<file path="src/rtl/vram_pkg.sv">
// rtl/vram_pkg.sv - shared text-VRAM geometry, ASCII constants and address packing
package vram_pkg;

    localparam int VRAM_AW = 11;
    localparam int X_W     = 6;
    localparam int Y_W     = 5;

    localparam logic [7:0] ASCII_CR  = 8'h0D;
    localparam logic [7:0] ASCII_LF  = 8'h0A;
    localparam logic [7:0] ASCII_DOT = 8'h2E;

    // Row-major cell address; rows are 64 cells apart regardless of visible width.
    function automatic logic [VRAM_AW-1:0] vram_addr_pack(input logic [Y_W-1:0] y,
                                                          input logic [X_W-1:0] x);
        return {y, x};
    endfunction

endpackage

</file>
<file path="src/rtl/uart_tx_byte.sv">
// rtl/uart_tx_byte.sv - 8N1 UART byte serializer with valid/ready handshake
module uart_tx_byte #(
    parameter int CLKS_PER_BIT = 104
) (
    input  logic       i_clk,
    input  logic       i_rst,
    input  logic       i_valid,
    input  logic [7:0] i_data,
    output logic       o_ready,
    output logic       o_tx
);

    localparam int BW = (CLKS_PER_BIT > 1) ? $clog2(CLKS_PER_BIT) : 1;
    localparam logic [BW-1:0] BAUD_RELOAD = BW'(CLKS_PER_BIT - 1);

    logic          busy;
    logic [3:0]    bit_cnt;
    logic [BW-1:0] baud_cnt;
    logic [8:0]    shreg;
    logic          last_cycle;

    // Ready in the final stop-bit cycle lets the next start bit follow with no gap.
    assign last_cycle = busy && (bit_cnt == 4'd9) && (baud_cnt == '0);
    assign o_ready    = !busy || last_cycle;

    always_ff @(posedge i_clk) begin
        if (i_rst) begin
            busy     <= 1'b0;
            bit_cnt  <= 4'd0;
            baud_cnt <= '0;
            shreg    <= '1;
            o_tx     <= 1'b1;
        end else if (i_valid && o_ready) begin
            busy     <= 1'b1;
            bit_cnt  <= 4'd0;
            baud_cnt <= BAUD_RELOAD;
            shreg    <= {1'b1, i_data};
            o_tx     <= 1'b0;
        end else if (busy) begin
            if (baud_cnt != '0) begin
                baud_cnt <= baud_cnt - BW'(1);
            end else if (bit_cnt == 4'd9) begin
                busy <= 1'b0;
            end else begin
                o_tx     <= shreg[0];
                shreg    <= {1'b1, shreg[8:1]};
                bit_cnt  <= bit_cnt + 4'd1;
                baud_cnt <= BAUD_RELOAD;
            end
        end
    end

endmodule

</file>
<file path="src/rtl/vram_uart_dump.sv">
// rtl/vram_uart_dump.sv - streams the visible text grid over UART with CR LF per row; DUMP_SANITIZE_EN maps non-printables to '.'
module vram_uart_dump
    import vram_pkg::*;
#(
    parameter int COLS         = 60,
    parameter int ROWS         = 17,
    parameter int CLKS_PER_BIT = 104,
    parameter int VRAM_LAT     = 1
) (
    input  logic        i_clk,
    input  logic        i_rst,
    input  logic        i_start,
    output logic        o_running,
    output logic [10:0] o_vram_addr,
    output logic        o_vram_ce,
    output logic        o_vram_w,
    input  logic [7:0]  i_vram_dout,
    output logic        o_tx
);

    localparam logic [2:0] S_IDLE   = 3'd0;
    localparam logic [2:0] S_FETCH  = 3'd1;
    localparam logic [2:0] S_WAIT   = 3'd2;
    localparam logic [2:0] S_HOLD   = 3'd3;
    localparam logic [2:0] S_EOL_CR = 3'd4;
    localparam logic [2:0] S_EOL_LF = 3'd5;
    localparam logic [2:0] S_DRAIN  = 3'd6;

    localparam logic [X_W-1:0] X_LAST   = X_W'(COLS - 1);
    localparam logic [Y_W-1:0] Y_LAST   = Y_W'(ROWS - 1);
    localparam logic [1:0]     LAT_LAST = 2'(VRAM_LAT - 1);

    logic [2:0]     state;
    logic [X_W-1:0] x;
    logic [Y_W-1:0] y;
    logic [1:0]     lat_cnt;
    logic [7:0]     byte_buf;
    logic           running;
    logic           tx_valid;
    logic [7:0]     tx_data;
    logic           tx_ready;

    function automatic logic [7:0] scrub(input logic [7:0] b);
`ifdef DUMP_SANITIZE_EN
        return (b < 8'h20 || b >= 8'h7F) ? ASCII_DOT : b;
`else
        return b;
`endif
    endfunction

    always_comb begin
        tx_valid = 1'b0;
        tx_data  = byte_buf;
        case (state)
            S_HOLD:   tx_valid = 1'b1;
            S_EOL_CR: begin
                tx_valid = 1'b1;
                tx_data  = ASCII_CR;
            end
            S_EOL_LF: begin
                tx_valid = 1'b1;
                tx_data  = ASCII_LF;
            end
            default: ;
        endcase
    end

    assign o_vram_ce   = (state == S_FETCH);
    assign o_vram_addr = vram_addr_pack(y, x);
    assign o_vram_w    = 1'b0;
    assign o_running   = running;

    always_ff @(posedge i_clk) begin
        if (i_rst) begin
            state    <= S_IDLE;
            x        <= '0;
            y        <= '0;
            lat_cnt  <= 2'd0;
            byte_buf <= 8'h00;
            running  <= 1'b0;
        end else begin
            case (state)
                S_IDLE: if (i_start) begin
                    x       <= '0;
                    y       <= '0;
                    running <= 1'b1;
                    state   <= S_FETCH;
                end
                S_FETCH: begin
                    lat_cnt <= 2'd0;
                    state   <= S_WAIT;
                end
                S_WAIT: begin
                    if (lat_cnt == LAT_LAST) begin
                        byte_buf <= scrub(i_vram_dout);
                        state    <= S_HOLD;
                    end else begin
                        lat_cnt <= lat_cnt + 2'd1;
                    end
                end
                // Next cell is fetched while the current byte is still on the wire.
                S_HOLD: if (tx_ready) begin
                    if (x == X_LAST) begin
                        state <= S_EOL_CR;
                    end else begin
                        x     <= x + X_W'(1);
                        state <= S_FETCH;
                    end
                end
                S_EOL_CR: if (tx_ready) state <= S_EOL_LF;
                S_EOL_LF: if (tx_ready) begin
                    if (y == Y_LAST) begin
                        state <= S_DRAIN;
                    end else begin
                        x     <= '0;
                        y     <= y + Y_W'(1);
                        state <= S_FETCH;
                    end
                end
                S_DRAIN: if (tx_ready) begin
                    running <= 1'b0;
                    state   <= S_IDLE;
                end
                default: state <= S_IDLE;
            endcase
        end
    end

    uart_tx_byte #(
        .CLKS_PER_BIT(CLKS_PER_BIT)
    ) u_tx (
        .i_clk  (i_clk),
        .i_rst  (i_rst),
        .i_valid(tx_valid),
        .i_data (tx_data),
        .o_ready(tx_ready),
        .o_tx   (o_tx)
    );

endmodule

</file>
<file path="config.mk">
export PLATFORM = sky130hd
export DESIGN_NAME = vram_uart_dump
export DESIGN_NICKNAME = d
export VERILOG_FILES = /design/src/rtl/vram_pkg.sv /design/src/rtl/uart_tx_byte.sv /design/src/rtl/vram_uart_dump.sv
export SDC_FILE = /design/constraint.sdc
export NUM_CORES = 1
export LEC_CHECK = 0
export ABC_AREA = 1
export BUFFER_PORTS_ARGS = -buffer_cell sky130_fd_sc_hd__buf_4
export CAP_MARGIN = 10
export CORE_ASPECT_RATIO = 0.75
export CORE_MARGIN = 1
export CORE_UTILIZATION = 50
export CTS_CLUSTER_DIAMETER = 60
export DETAILED_ROUTE_END_ITERATION = 10
export PLACE_DENSITY = 0.7
export SYNTH_ARGS = -nofsm -noshare
export SYNTH_HDL_FRONTEND = slang
export SYNTH_SLANG_ARGS = --single-unit
</file>
<file path="constraint.sdc">
create_clock -name i_clk -period 2.2 [get_ports i_clk]
set_input_delay 0.22 -clock i_clk [delete_from_list [all_inputs] [get_ports i_clk]]
set_output_delay 0.22 -clock i_clk [all_outputs]
set_load 0.05 [all_outputs]
</file>
# Word-level counts from Yosys, hierarchy flattened
# Cells that the tools add are included.
# op_classes
addsub,5
n_mul,0
n_reduce_logical,26
eq_ne,22
shift,0
bitwise,2
mux,42
magnitude_cmp,0
div_mod_pow,0
# ops
cell,n
$mux 8,4
$mux 6,5
$mux 7,4
$mux 3,8
$pmux 3 s7,1
$pmux 6 s3,1
$pmux 8 s2,1
$mux 5,3
$ne 2x2->1 const B,7
$reduce_and 6->1,2
$mux 1,11
$ne 2x1->1 const B,5
$pmux 5 s2,1
$eq 3x3->1 const B,3
$reduce_and 3->1,3
$reduce_and 2->1,4
$reduce_bool 2->1,4
$logic_not 7->1,1
$reduce_bool 7->1,1
$sub 7x1->7 const B,1
$add 6x1->6 const B,1
$eq 3x2->1 const B,2
$eq 6x6->1 const B,1
$add 5x1->5 const B,1
19 further kinds,22
# word_totals
mem_bits_rw,0
regBits,46
latchBits,0
romBits,0
elab_cells,109
memories,0
inputBits,11

# Logic depth before layout (Yosys ltp)
# depth
word_depth,7
mapped_depth,14
mapped_depth_nobuf,13

# Modules after synthesis
# From an unflattened synthesis, not the netlist that was laid out.
# unflattened
hier_cells,411
hier_area_um2,2777.7
# modules_own_cells
module,cells_per_inst,seq_area_each_um2,area_each_um2,n_inst
vram_uart_dump,224,500.5,1477.7,1
uart_tx_byte,187,420.4,1300.0,1

# Worst setup path after synthesis
# No wires, ideal clock.
# synth_path
path_kind,reg-to-reg
startpoint,register x[0]
endpoint,register x[2]
path_stages_with_launch,10
arrival_time_ps,1695
path_slack_ps,388
path_cell_list,dfxtp_1 > ha_1 > nand3_1 > nor2_1 > nor2_4 > nand3_2 > nand2_2 > buf_6 > a21oi_1 > nor2_1
# synth_via
elab_chain_cells,4
word_cells_on_any_way,7
# synth_rtl
element,line_no,rtl
start: declaration,vram_uart_dump.sv:34,logic [X_W-1:0] x;
start signal: assignment,vram_uart_dump.sv:106,x <= x + X_W'(1);
$add 6x1->6,vram_uart_dump.sv:106,
$mux 6,vram_uart_dump.sv:103,if (x == X_LAST) begin
$mux 6,vram_uart_dump.sv:102,S_HOLD: if (tx_ready) begin
$pmux 6 s3,vram_uart_dump.sv:82,case (state)
# Several ways; a longest one is shown, not always the timed one. The select of a mux whose other input is x is not followed.
# A chain may end at the register's enable or synchronous reset.

# Final worst setup path
# layout_path
startpoint,register u_tx.baud_cnt[0]
endpoint,register u_tx.shreg[2]
# layout_via
elab_chain_cells,6
word_cells_on_any_way,10
# layout_rtl
element,line_no,rtl
start: declaration,uart_tx_byte.sv:18,logic [BW-1:0] baud_cnt;
start signal: assignment,uart_tx_byte.sv:41,baud_cnt <= baud_cnt - BW'(1);
$logic_not 7->1,uart_tx_byte.sv:23,assign last_cycle = busy && (bit_cnt == 4'd9) && (baud_cnt == '0);
$logic_and 1x1->1,uart_tx_byte.sv:23,
$logic_or 1x1->1,uart_tx_byte.sv:24,assign o_ready = !busy || last_cycle;
$logic_and 1x1->1,uart_tx_byte.sv:33,end else if (i_valid && o_ready) begin
$ne 2x2->1 (no line) (tied with other cells),n/a,
$reduce_and 3->1 (no line),n/a,
end signal: assignment,uart_tx_byte.sv:37,"shreg <= {1'b1, i_data};"
end signal: assignment,uart_tx_byte.sv:46,"shreg <= {1'b1, shreg[8:1]};"
end: declaration,uart_tx_byte.sv:19,logic [8:0] shreg;
# Several ways; a longest one is shown, not always the timed one.

==> results.sh <==
export IMPL_first_iter_violations=119
export IMPL_synth_edf_count=0
export IMPL_nNetsFinal=400
export IMPL_critPathLaunchType="flip-flop"
export IMPL_criticalPathCategory="flip-flop to flip-flop"
export IMPL_viasPerCell=5.19
export IMPL_yosysTopAreaCell="dfxtp_1"
export IMPL_synthArstFlopShare_pct=0
export IMPL_ant_nets=0
export IMPL_row_count=22
export IMPL_n_antenna_cell=0
export IMPL_syn_nets=375
export IMPL_rsz0062_at_grt="no"
export IMPL_multi_input_area_mm2=0.00140
export IMPL_clockBufferDepth=2
export IMPL_synthTopCellsByArea="dfxtp_1 (36%), nand2_1 (10%), nand3_1 (7.0%)"
export IMPL_drv_slew=0
export IMPL_synth_warnings=0
export IMPL_drc=2
export IMPL_h_tree_depth=2
export IMPL_cts_tree="yes"
export IMPL_worstSetupEndpointType="flip-flop"
export IMPL_path_clk_slew_ns=0.09
export IMPL_ir_drop_mv=0.471
export IMPL_dieArea_mm2=0.00544
export IMPL_reg2reg_slack_ns=0.31
export IMPL_start_util_pct=52.2
export IMPL_synthesis_area_mm2=0.00257
export IMPL_cp_arrival_ns=2.09
export IMPL_setup_viol_count_final=0
export IMPL_fillers=468
export IMPL_dp_hpwl_um=3980
export IMPL_fin_crit_ns=1.89
export IMPL_dieHeight_um=64.1
export IMPL_via_count=2296
export IMPL_max_cap_viol_count=0
export IMPL_setup_ws_ns=0.308
export IMPL_postCtsHoldBufs=0
export IMPL_io_pins=26
export IMPL_numPortBuffers=24
export IMPL_cp_endpoint="u_tx.shreg[2]"
export IMPL_min_path_type="input pin to flip-flop"
export IMPL_syn_inst=356
export IMPL_wl_per_cell_um=12.1
export IMPL_die_w_um=84.8
export IMPL_critical_path_startpoint="u_tx.baud_cnt[0]"
export IMPL_place_ws_ns=0.212
export IMPL_ys_seq_area_share_pct=35.8
export IMPL_r2r_end="u_tx.shreg[2]"
export IMPL_crit_required_ns=2.40
export IMPL_max_freq_ghz=0.529
export IMPL_finalHoldViolCount=0
export IMPL_setup_tns_final_ns=0
export IMPL_fin_cells=442
export IMPL_numCtsBuffers=5
export IMPL_grt_max_degree=16
export IMPL_power_density_mw_per_mm2=1390
export IMPL_gr_usage_all_layers_pct=21.4
export IMPL_yosys_top_cells_count="nand2_1 (71), dfxtp_1 (46), nor2_1 (40)"
export IMPL_place_inst=432
export IMPL_wirelength_um=5340
export IMPL_area_delta_synth_final_pct=13.3
export IMPL_first_global_vias=2040
export IMPL_drtPass1Iterations=10
export IMPL_cts_sinks=46
export IMPL_synth_top_area_share_pct=35.8
export IMPL_insertion_delay_ns=0.31
export IMPL_leakage_nw=1.35
export IMPL_min_path_cells=2
export IMPL_drive_above_1_share_pct=17.8
export IMPL_rr_startpoint="u_tx.baud_cnt[0]"
export IMPL_timing_final_crit_share_pct=86.0
export IMPL_r2r_cells=11
export IMPL_grt_first_pass_wirelength_um=9270
export IMPL_register_area_um2=921
export IMPL_gp_congestion=0.866
export IMPL_failed_checks="DRC"
export IMPL_clockRootBuffer="clkbuf_8"
export IMPL_path_max_fanout=13
export IMPL_status="finished with violations"
export IMPL_ys_types=37
export IMPL_synth_top_flop_cell="dfxtp_1"
export IMPL_yosysMostFrequentCell="nand2_1"
export IMPL_grt_overflow=0
export IMPL_antenna_found_initial=0
export IMPL_synth_seq_cells=46
export IMPL_synth_avg_cell_area_um2=7.23
export IMPL_clock_skew_ns=0.00392
export IMPL_core_area_mm2=0.00493
export IMPL_whs_ns=0.162
## metrics by stage
stage	util [%]	cell area, µm²	total power [mW]
detailed placement	56.0	2760	3.25
finish	59.1	2910	4.04
CTS	58.8	2900	4.03
floorplan	-	2570	2.93
global placement	56.0	2760	3.22
global route	59.1	2910	4.39
## layer usage
layer,share of wire [%],track usage [%],vias to the layer above
met2,43,31.9,51
met3,5.2,4.78,4
met4,0.71,5.08,0
met1,51,31.3,1052
li1,-,-,1189
met5,0,0,-
## where the power goes
part / leakage, nW / switching, mW / internal [mW]
Clock: 0.0683 / 0.306 / 0.455
Combinational: 0.909 / 1.35 / 0.675
Sequential: 0.377 / 0.195 / 1.06
## cell families (layout without fill, tap and decap cells)
group / count (synthesis) / in the layout / synth area share, %
buffers and inverters: 54 / 80 / 10.1
xor gates and xnor gates: 9 / 9 / 3.06
DFF: 46 / 46 / 35.8
adders and majority gates: 8 / 8 / 3.89
AOI/OAI and AO/OA: 59 / 59 / 13.2
and+or+nand+nor: 179 / 179 / 33.8
other: 1 / 1 / 0.146
## critical path, stage by stage, from the launching register on
cell and delay (ns):
dfxtp_1 0.32, inv_1 0.13, ha_1 0.17, inv_1 0.04, nor2_1 0.10, nand3_2 0.12
nand2_4 0.14, nand2_4 0.15, nor2_2 0.23, inv_2 0.12, o21ai_0 0.18, nand3_1 0.08
## sequential cells by signal, summed over array words and instances (netlist names)
signal,cells
state,3
u_tx.shreg,8
o_running,1
lat_cnt,2
u_tx.baud_cnt,7
u_tx.bit_cnt,4
u_tx.busy,1
y,5
byte_buf,8
x,6
u_tx.o_tx,1
## placed cells by master, fill, tap and decap left out
master	count
nand2_1	71
dfxtp_1	46
nor2_1	39
inv_1	38
nand3_1	36
a21oi_1	28
buf_4	28
o21ai_0	20
ha_1	8
nand2_4	7
xor2_1	7
clkbuf_8	5
nor2_2	4
inv_2	3
nor2_4	3
nand2_2	3
nor3b_1	3
nand4_1	3
o21bai_1	3
nor3_1	3
or2_2	3
o211ai_1	3
clkinv_4	2
nand3_2	2
inv_4	2
xnor2_1	2
bufinv_16	2
nor2_8	1
o21ai_4	1
a21oi_4	1
nand3b_1	1
a21oi_2	1
a21o_1	1
a31oi_1	1
conb_1	1
## worst min-delay path by stage
stage,from,end,slack (ns)
global route,i_rst,x[4],0.16
global placement,byte_buf[1],byte_buf[1],0.43
floorplan,i_vram_dout[3],byte_buf[3],0.39
CTS,i_rst,byte_buf[3],0.15
finish,i_rst,byte_buf[5],0.16
detailed placement,byte_buf[1],byte_buf[1],0.44
## final cells by class
class                           count  area share, %
Sequential cell                    46           31.6
Clock buffer                        5           2.36
Inverter                           44           6.01
Clock inverter                      3           2.36
Tap cell                           60           2.58
Timing Repair Buffer               28           7.21
Multi-Input combinational cell    256           47.9
## repair_timing
item,in CTS,in global routing
setup endpoints to repair,0,9
resized for setup,0,1
setup buffers,0,2
hold endpoints to repair,0,0
Note: power is estimated with default switching activity, not from simulation.
